`config.mk`:
```
export PLATFORM = sky130hd
export DESIGN_NAME = aes_key_scheduler
export DESIGN_NICKNAME = d
export VERILOG_FILES = /design/src/rtl/aes_key_scheduler.sv
export SDC_FILE = /design/constraint.sdc
export NUM_CORES = 2
export LEC_CHECK = 0
export BUFFER_PORTS_ARGS = -buffer_cell sky130_fd_sc_hd__clkbuf_2
export CAP_MARGIN = 20
export CORE_ASPECT_RATIO = 2
export CORE_UTILIZATION = 55
export DETAILED_ROUTE_END_ITERATION = 16
export PLACE_DENSITY = 0.77
export SYNTH_ARGS = -nofsm -noshare
export SYNTH_HDL_FRONTEND = slang
export SYNTH_SLANG_ARGS = --single-unit
```
`constraint.sdc`:
```
create_clock -name clk -period 1.84 [get_ports clk]
set_input_delay 0 -clock clk [delete_from_list [all_inputs] [get_ports clk]]
set_output_delay 0 -clock clk [all_outputs]
set_load 0.05 [all_outputs]
```
`src/rtl/aes_key_scheduler.sv`:
```
`timescale 1ns/1ps
`default_nettype none
// +--------------------------------------------------------------------------+
// | Module      : aes_key_scheduler                                          |
// | Description : Sequencer for a combinational single-round AES-128 key     |
// |               expansion unit. It loads a cipher key and steps the unit   |
// |               through rounds 1..NUM_ROUNDS, one round per cycle. Every   |
// |               round key goes into an (NUM_ROUNDS+1)-entry store. The     |
// |               store is then read by the cipher round datapath with a     |
// |               registered read.                                           |
// | Ports       : clk, rst_n        clock, async active-low reset            |
// |               start, key_in     expansion request / cipher key           |
// |               busy, done,       status: expanding, completion pulse,     |
// |               key_ready         all round keys valid                     |
// |               ke_key, ke_round  drive to the expansion unit              |
// |               ke_next           next round key from the expansion unit   |
// |               rd_en, rd_addr    round-key read request                   |
// |               rd_data, rd_valid registered read response                 |
// |               rd_err            read error flag (KEY_SCHED_ERR_EN only)  |
// | Options     : define KEY_SCHED_ERR_EN to add the rd_err output           |
// | Revision    : 1.0 - initial release                                      |
// +--------------------------------------------------------------------------+
module aes_key_scheduler #(
  parameter int NUM_ROUNDS = 10
) (
  input  logic         clk,
  input  logic         rst_n,
  input  logic         start,
  input  logic [127:0] key_in,
  output logic         busy,
  output logic         done,
  output logic         key_ready,
  output logic [127:0] ke_key,
  output logic [3:0]   ke_round,
  input  logic [127:0] ke_next,
  input  logic         rd_en,
  input  logic [3:0]   rd_addr,
  output logic [127:0] rd_data,
  output logic         rd_valid
`ifdef KEY_SCHED_ERR_EN
  ,
  output logic         rd_err
`endif
);

  localparam logic [3:0] c_LAST_ROUND = 4'(NUM_ROUNDS);
  localparam int         c_DEPTH      = NUM_ROUNDS + 1;

  typedef enum logic [0:0] {
    S_IDLE   = 1'b0,
    S_EXPAND = 1'b1
  } state_t;

  state_t       r_state;
  state_t       w_state_nxt;
  logic [3:0]   r_round;
  logic [127:0] r_work;
  logic [127:0] r_slot [c_DEPTH];
  logic         r_done;
  logic         r_key_ready;
  logic [127:0] r_rd_data;
  logic         r_rd_valid;
  logic         w_accept;
  logic         w_last;
  logic         w_addr_ok;

  // ---------------------------------------------------------------- FSM
  always_ff @(posedge clk or negedge rst_n) begin
    if (!rst_n) begin
      r_state <= S_IDLE;
    end else begin
      r_state <= w_state_nxt;
    end
  end

  always_comb begin
    w_state_nxt = r_state;
    w_accept    = 1'b0;
    w_last      = 1'b0;
    case (r_state)
      S_IDLE: begin
        if (start) begin
          w_accept    = 1'b1;
          w_state_nxt = S_EXPAND;
        end
      end
      S_EXPAND: begin
        if (r_round == c_LAST_ROUND) begin
          w_last      = 1'b1;
          w_state_nxt = S_IDLE;
        end
      end
      default: w_state_nxt = S_IDLE;
    endcase
  end

  // ---------------------------------------------- round counter / work reg
  // The round counter returns to 0 on completion so it never moves past
  // the last round and ke_round reads 0 while idle.
  always_ff @(posedge clk or negedge rst_n) begin
    if (!rst_n) begin
      r_round     <= 4'd0;
      r_work      <= '0;
      r_done      <= 1'b0;
      r_key_ready <= 1'b0;
    end else begin
      r_done <= w_last;
      if (w_accept) begin
        r_work      <= key_in;
        r_round     <= 4'd1;
        r_key_ready <= 1'b0;
      end else if (r_state == S_EXPAND) begin
        r_work <= ke_next;
        if (w_last) begin
          r_round     <= 4'd0;
          r_key_ready <= 1'b1;
        end else begin
          r_round <= r_round + 4'd1;
        end
      end
    end
  end

  // ------------------------------------------------------- round-key store
  always_ff @(posedge clk or negedge rst_n) begin
    if (!rst_n) begin
      for (int i = 0; i < c_DEPTH; i++) begin
        r_slot[i] <= '0;
      end
    end else if (w_accept) begin
      r_slot[0] <= key_in;
    end else if (r_state == S_EXPAND) begin
      r_slot[r_round] <= ke_next;
    end
  end

  // ------------------------------------------------------------- read port
  // The read samples the store before this edge's write, so a read that
  // collides with a slot update returns the old contents.
  assign w_addr_ok = (rd_addr <= c_LAST_ROUND);

  always_ff @(posedge clk or negedge rst_n) begin
    if (!rst_n) begin
      r_rd_data  <= '0;
      r_rd_valid <= 1'b0;
    end else begin
      r_rd_valid <= rd_en;
      if (rd_en) begin
        r_rd_data <= w_addr_ok ? r_slot[rd_addr] : '0;
      end
    end
  end

`ifdef KEY_SCHED_ERR_EN
  logic r_rd_err;
  logic w_rd_err;

  // A slot is valid if it has been written for the current key. During
  // expansion, slots below the current round are valid. When idle, all
  // slots are valid only once key_ready is set.
  always_comb begin
    w_rd_err = !w_addr_ok
             || ((r_state == S_EXPAND) && (rd_addr >= r_round))
             || ((r_state == S_IDLE) && !r_key_ready);
  end

  always_ff @(posedge clk or negedge rst_n) begin
    if (!rst_n) begin
      r_rd_err <= 1'b0;
    end else begin
      r_rd_err <= rd_en && w_rd_err;
    end
  end

  assign rd_err = r_rd_err;
`endif

  // --------------------------------------------------------------- outputs
  assign busy      = (r_state == S_EXPAND);
  assign done      = r_done;
  assign key_ready = r_key_ready;
  assign ke_key    = r_work;
  assign ke_round  = (r_state == S_EXPAND) ? r_round : 4'd0;
  assign rd_data   = r_rd_data;
  assign rd_valid  = r_rd_valid;

endmodule
`default_nettype wire

```
==> results.sh <==
export IMPL_outcome="complete, but fails checks"
export IMPL_violations="setup timing"
export IMPL_first_global_vias=59600
export IMPL_path_clk_slew_ns=0.07
export IMPL_maxCapViolCount=0
export IMPL_fmax_mhz=488
export IMPL_fin_crit_ns=2.05
export IMPL_portBuffers=527
export IMPL_grt_max_degree=77
export IMPL_die_h_um=526
export IMPL_area_growth_pct=23.5
export IMPL_dp_cells=8219
export IMPL_dpl_cell_area_um2=83000
export IMPL_slew_viol_final=0
export IMPL_grt_first_pass_wirelength_um=359000
export IMPL_multi_input_area_um2=31000
export IMPL_drc=0
export IMPL_cts_tree="done"
export IMPL_cp_max_fo=13
export IMPL_syn_area_per_cell_um2=12.3
export IMPL_async_flop_share=1.00
export IMPL_n_fill_cell=8882
export IMPL_antenna_found_initial=9
export IMPL_grt_overflow=0
export IMPL_synth_commonest_cells="dfrtp_1 (1672), mux2_2 (1152), mux2i_1 (814)"
export IMPL_synth_main_ff_cell="dfrtp_1"
export IMPL_synth_seq_cells=1672
export IMPL_via_count=56400
export IMPL_leakagePower_nw=43.3
export IMPL_yosysSeqAreaShare=0.553
export IMPL_powerDensity_nw_per_um2=1700
export IMPL_drt_iter0_markers=4582
export IMPL_dieWidth_um=264
export IMPL_cp_slowest_cell="dfrtp_1"
export IMPL_coreArea_um2=137000
export IMPL_fin_nets=7305
export IMPL_final_area_um2=93400
export IMPL_yosysMostFrequentCell="dfrtp_1"
export IMPL_die_area_um2=139000
export IMPL_synth_top_area_frac=0.553
export IMPL_synth_enable_flop_cells=0
export IMPL_yosysTopAreaCell="dfrtp_1"
export IMPL_cts_root_buf="clkbuf_16"
export IMPL_place_hpwl_um=144000
export IMPL_max_stage_delay_ns=0.43
export IMPL_synth_area_leaders="dfrtp_1 (55%), mux2_2 (17%), mux2i_1 (11%)"
export IMPL_clock_sinks=1672
export IMPL_setup_viol=923
export IMPL_hp_class="in -> reg"
export IMPL_syn_inst=6137
export IMPL_vias_per_cell=6.34
export IMPL_fin_cells=8893
export IMPL_syn_nets=6405
export IMPL_insertion_delay_ns=0.79
export IMPL_hold_viol=0
export IMPL_required_ns=2.49
export IMPL_clockBufferDepth=4
export IMPL_skew_ns=0.0477
export IMPL_synth_area_um2=75600
export IMPL_worstSetupPathType="reg -> reg"
export IMPL_gp_congestion=0.859
export IMPL_ant_nets=0
export IMPL_num_rows=192
export IMPL_setup_ws_ns=-0.210
export IMPL_regArea_um2=41800
export IMPL_yosys_warnings=0
export IMPL_end_kind="flop"
export IMPL_max_slew_margin=0.555
export IMPL_rsz0062_at_grt="yes"
export IMPL_yosysUniqueCellTypes=31
export IMPL_detail_route_wl_per_cell_um=27.4
export IMPL_vdd_drop_max_mv=1.43
export IMPL_tightest_slew_ns=0.668
export IMPL_initial_core_util=0.553
export IMPL_routed_wl_um=244000
export IMPL_cp_cell_sequence="inv_2, ha_4, nand2_4, nor3_4, buf_8, clkbuf_16, mux2_2"
export IMPL_first_pass_iters=6
export IMPL_drive_gt1_frac=0.341
export IMPL_gr_usage_all_layers=0.337
export IMPL_post_route_period_util=1.11
export IMPL_cp_start_kind="flop"
export IMPL_cts_max_level=4
export IMPL_design_portCount=528
export IMPL_crit_arrival_ns=2.70
export IMPL_cts_made_buffers=153
[final cells by class]
class                   instances  area share
flip-flops and latches       1672       0.448
multi-input cells            3763       0.332
repair buffers               1314       0.139
clock buffers                 211      0.0466
well taps                    1746      0.0234
clock inverters                47     0.00549
inverters                     132     0.00544
diodes                          7    0.000188
repair inverters                1   0.0000938
[sequential cells by signal (all words and copies together) (netlist names)]
signal	flops
r_slot	1408
rd_data	128
busy	1
key_ready	1
done	1
r_round	4
ke_key	128
rd_valid	1
[through the flow]
stage / setup TNS (ns) / hold slack (ns) / power, W / setup WS [ns] / utilization
floorplan: -0.434 / -0.296 / 0.101 / -0.0217 / -
finish: -69.50 / 0.0150 / 0.159 / -0.210 / 0.683
CTS: -6.59 / 0.000228 / 0.154 / -0.0770 / 0.675
global route: -93.73 / 0.0238 / 0.165 / -0.214 / 0.683
detailed placement: -16.96 / 0.00238 / 0.119 / -0.0803 / 0.607
global placement: -6.45 / 0.00910 / 0.116 / -0.0615 / 0.607
[critical path: cells and delay by family (launching register included)]
family | cells | cell delay (ns)
fa+ha+maj | 1 | 0.18
buf+inv | 3 | 0.64
mux | 1 | 0.36
flops | 1 | 0.43
simple gates | 2 | 0.30
[routing by layer]
metal	wire, µm	track usage	vias to the layer above
met4	14900	0.186	8
met2	124000	0.590	3022
li1	-	-	23500
met3	18300	0.0533	896
met1	86600	0.392	29000
met5	54	0	-
[what timing repair did]
item	CTS	global route
gates resized for setup	95	105
pin swaps	4	8
buffers inserted	37	18
setup endpoints to repair	914	1026
cloned	16	23
endpoints found under the hold margin	3224	0
hold buffers	320	0
[power by group]
group          switching (W)  internal [W]  total [W]
combinational         0.0315        0.0298     0.0613
clock                 0.0142        0.0177     0.0320
sequential            0.0107        0.0548     0.0655
[placed cells by master, fill, tap and decap left out, types with 7 or more instances in the layout]
cell	n
clkbuf_2	518
nand3_1	130
buf_6	23
nand2_1	718
nand3_4	7
mux2_4	66
nor2_1	131
clkinv_2	21
mux2_2	1086
o221ai_1	128
buf_12	197
o21ai_0	171
clkbuf_1	27
dfrtp_1	1669
diode_2	7
nand2_2	8
inv_6	8
a21oi_1	128
buf_16	23
inv_1	129
bufinv_16	8
mux2i_1	810
buf_4	197
a22oi_1	338
clkbuf_16	176
clkbuf_8	35
dlygate4sd3_1	319
[final timing paths]
kind,start,end,slack [ns],cells past startpoint
setup / recovery,r_round[0],r_slot[1112],-0.21,7
hold / removal,key_in[124],r_slot[1404],0.01,4
setup reg to reg,r_round[0],r_slot[1112],-0.21,7
hold reg to reg,r_slot[65],r_slot[65],0.47,2
max in group asynchronous,rst_n,r_slot[473],0.97,4
min in group asynchronous,rst_n,rd_data[64],0.17,3
[cells by family after synthesis]
family / Yosys count / share of synthesized area
DFF: 1672 / 0.553
adders and majority gates: 4 / 0.000662
AOI/OAI and AO/OA: 774 / 0.0690
buffers and inverters: 702 / 0.0444
muxes: 1966 / 0.279
and+or+nand+nor: 1019 / 0.0536
(Power assumes the default switching activity.)
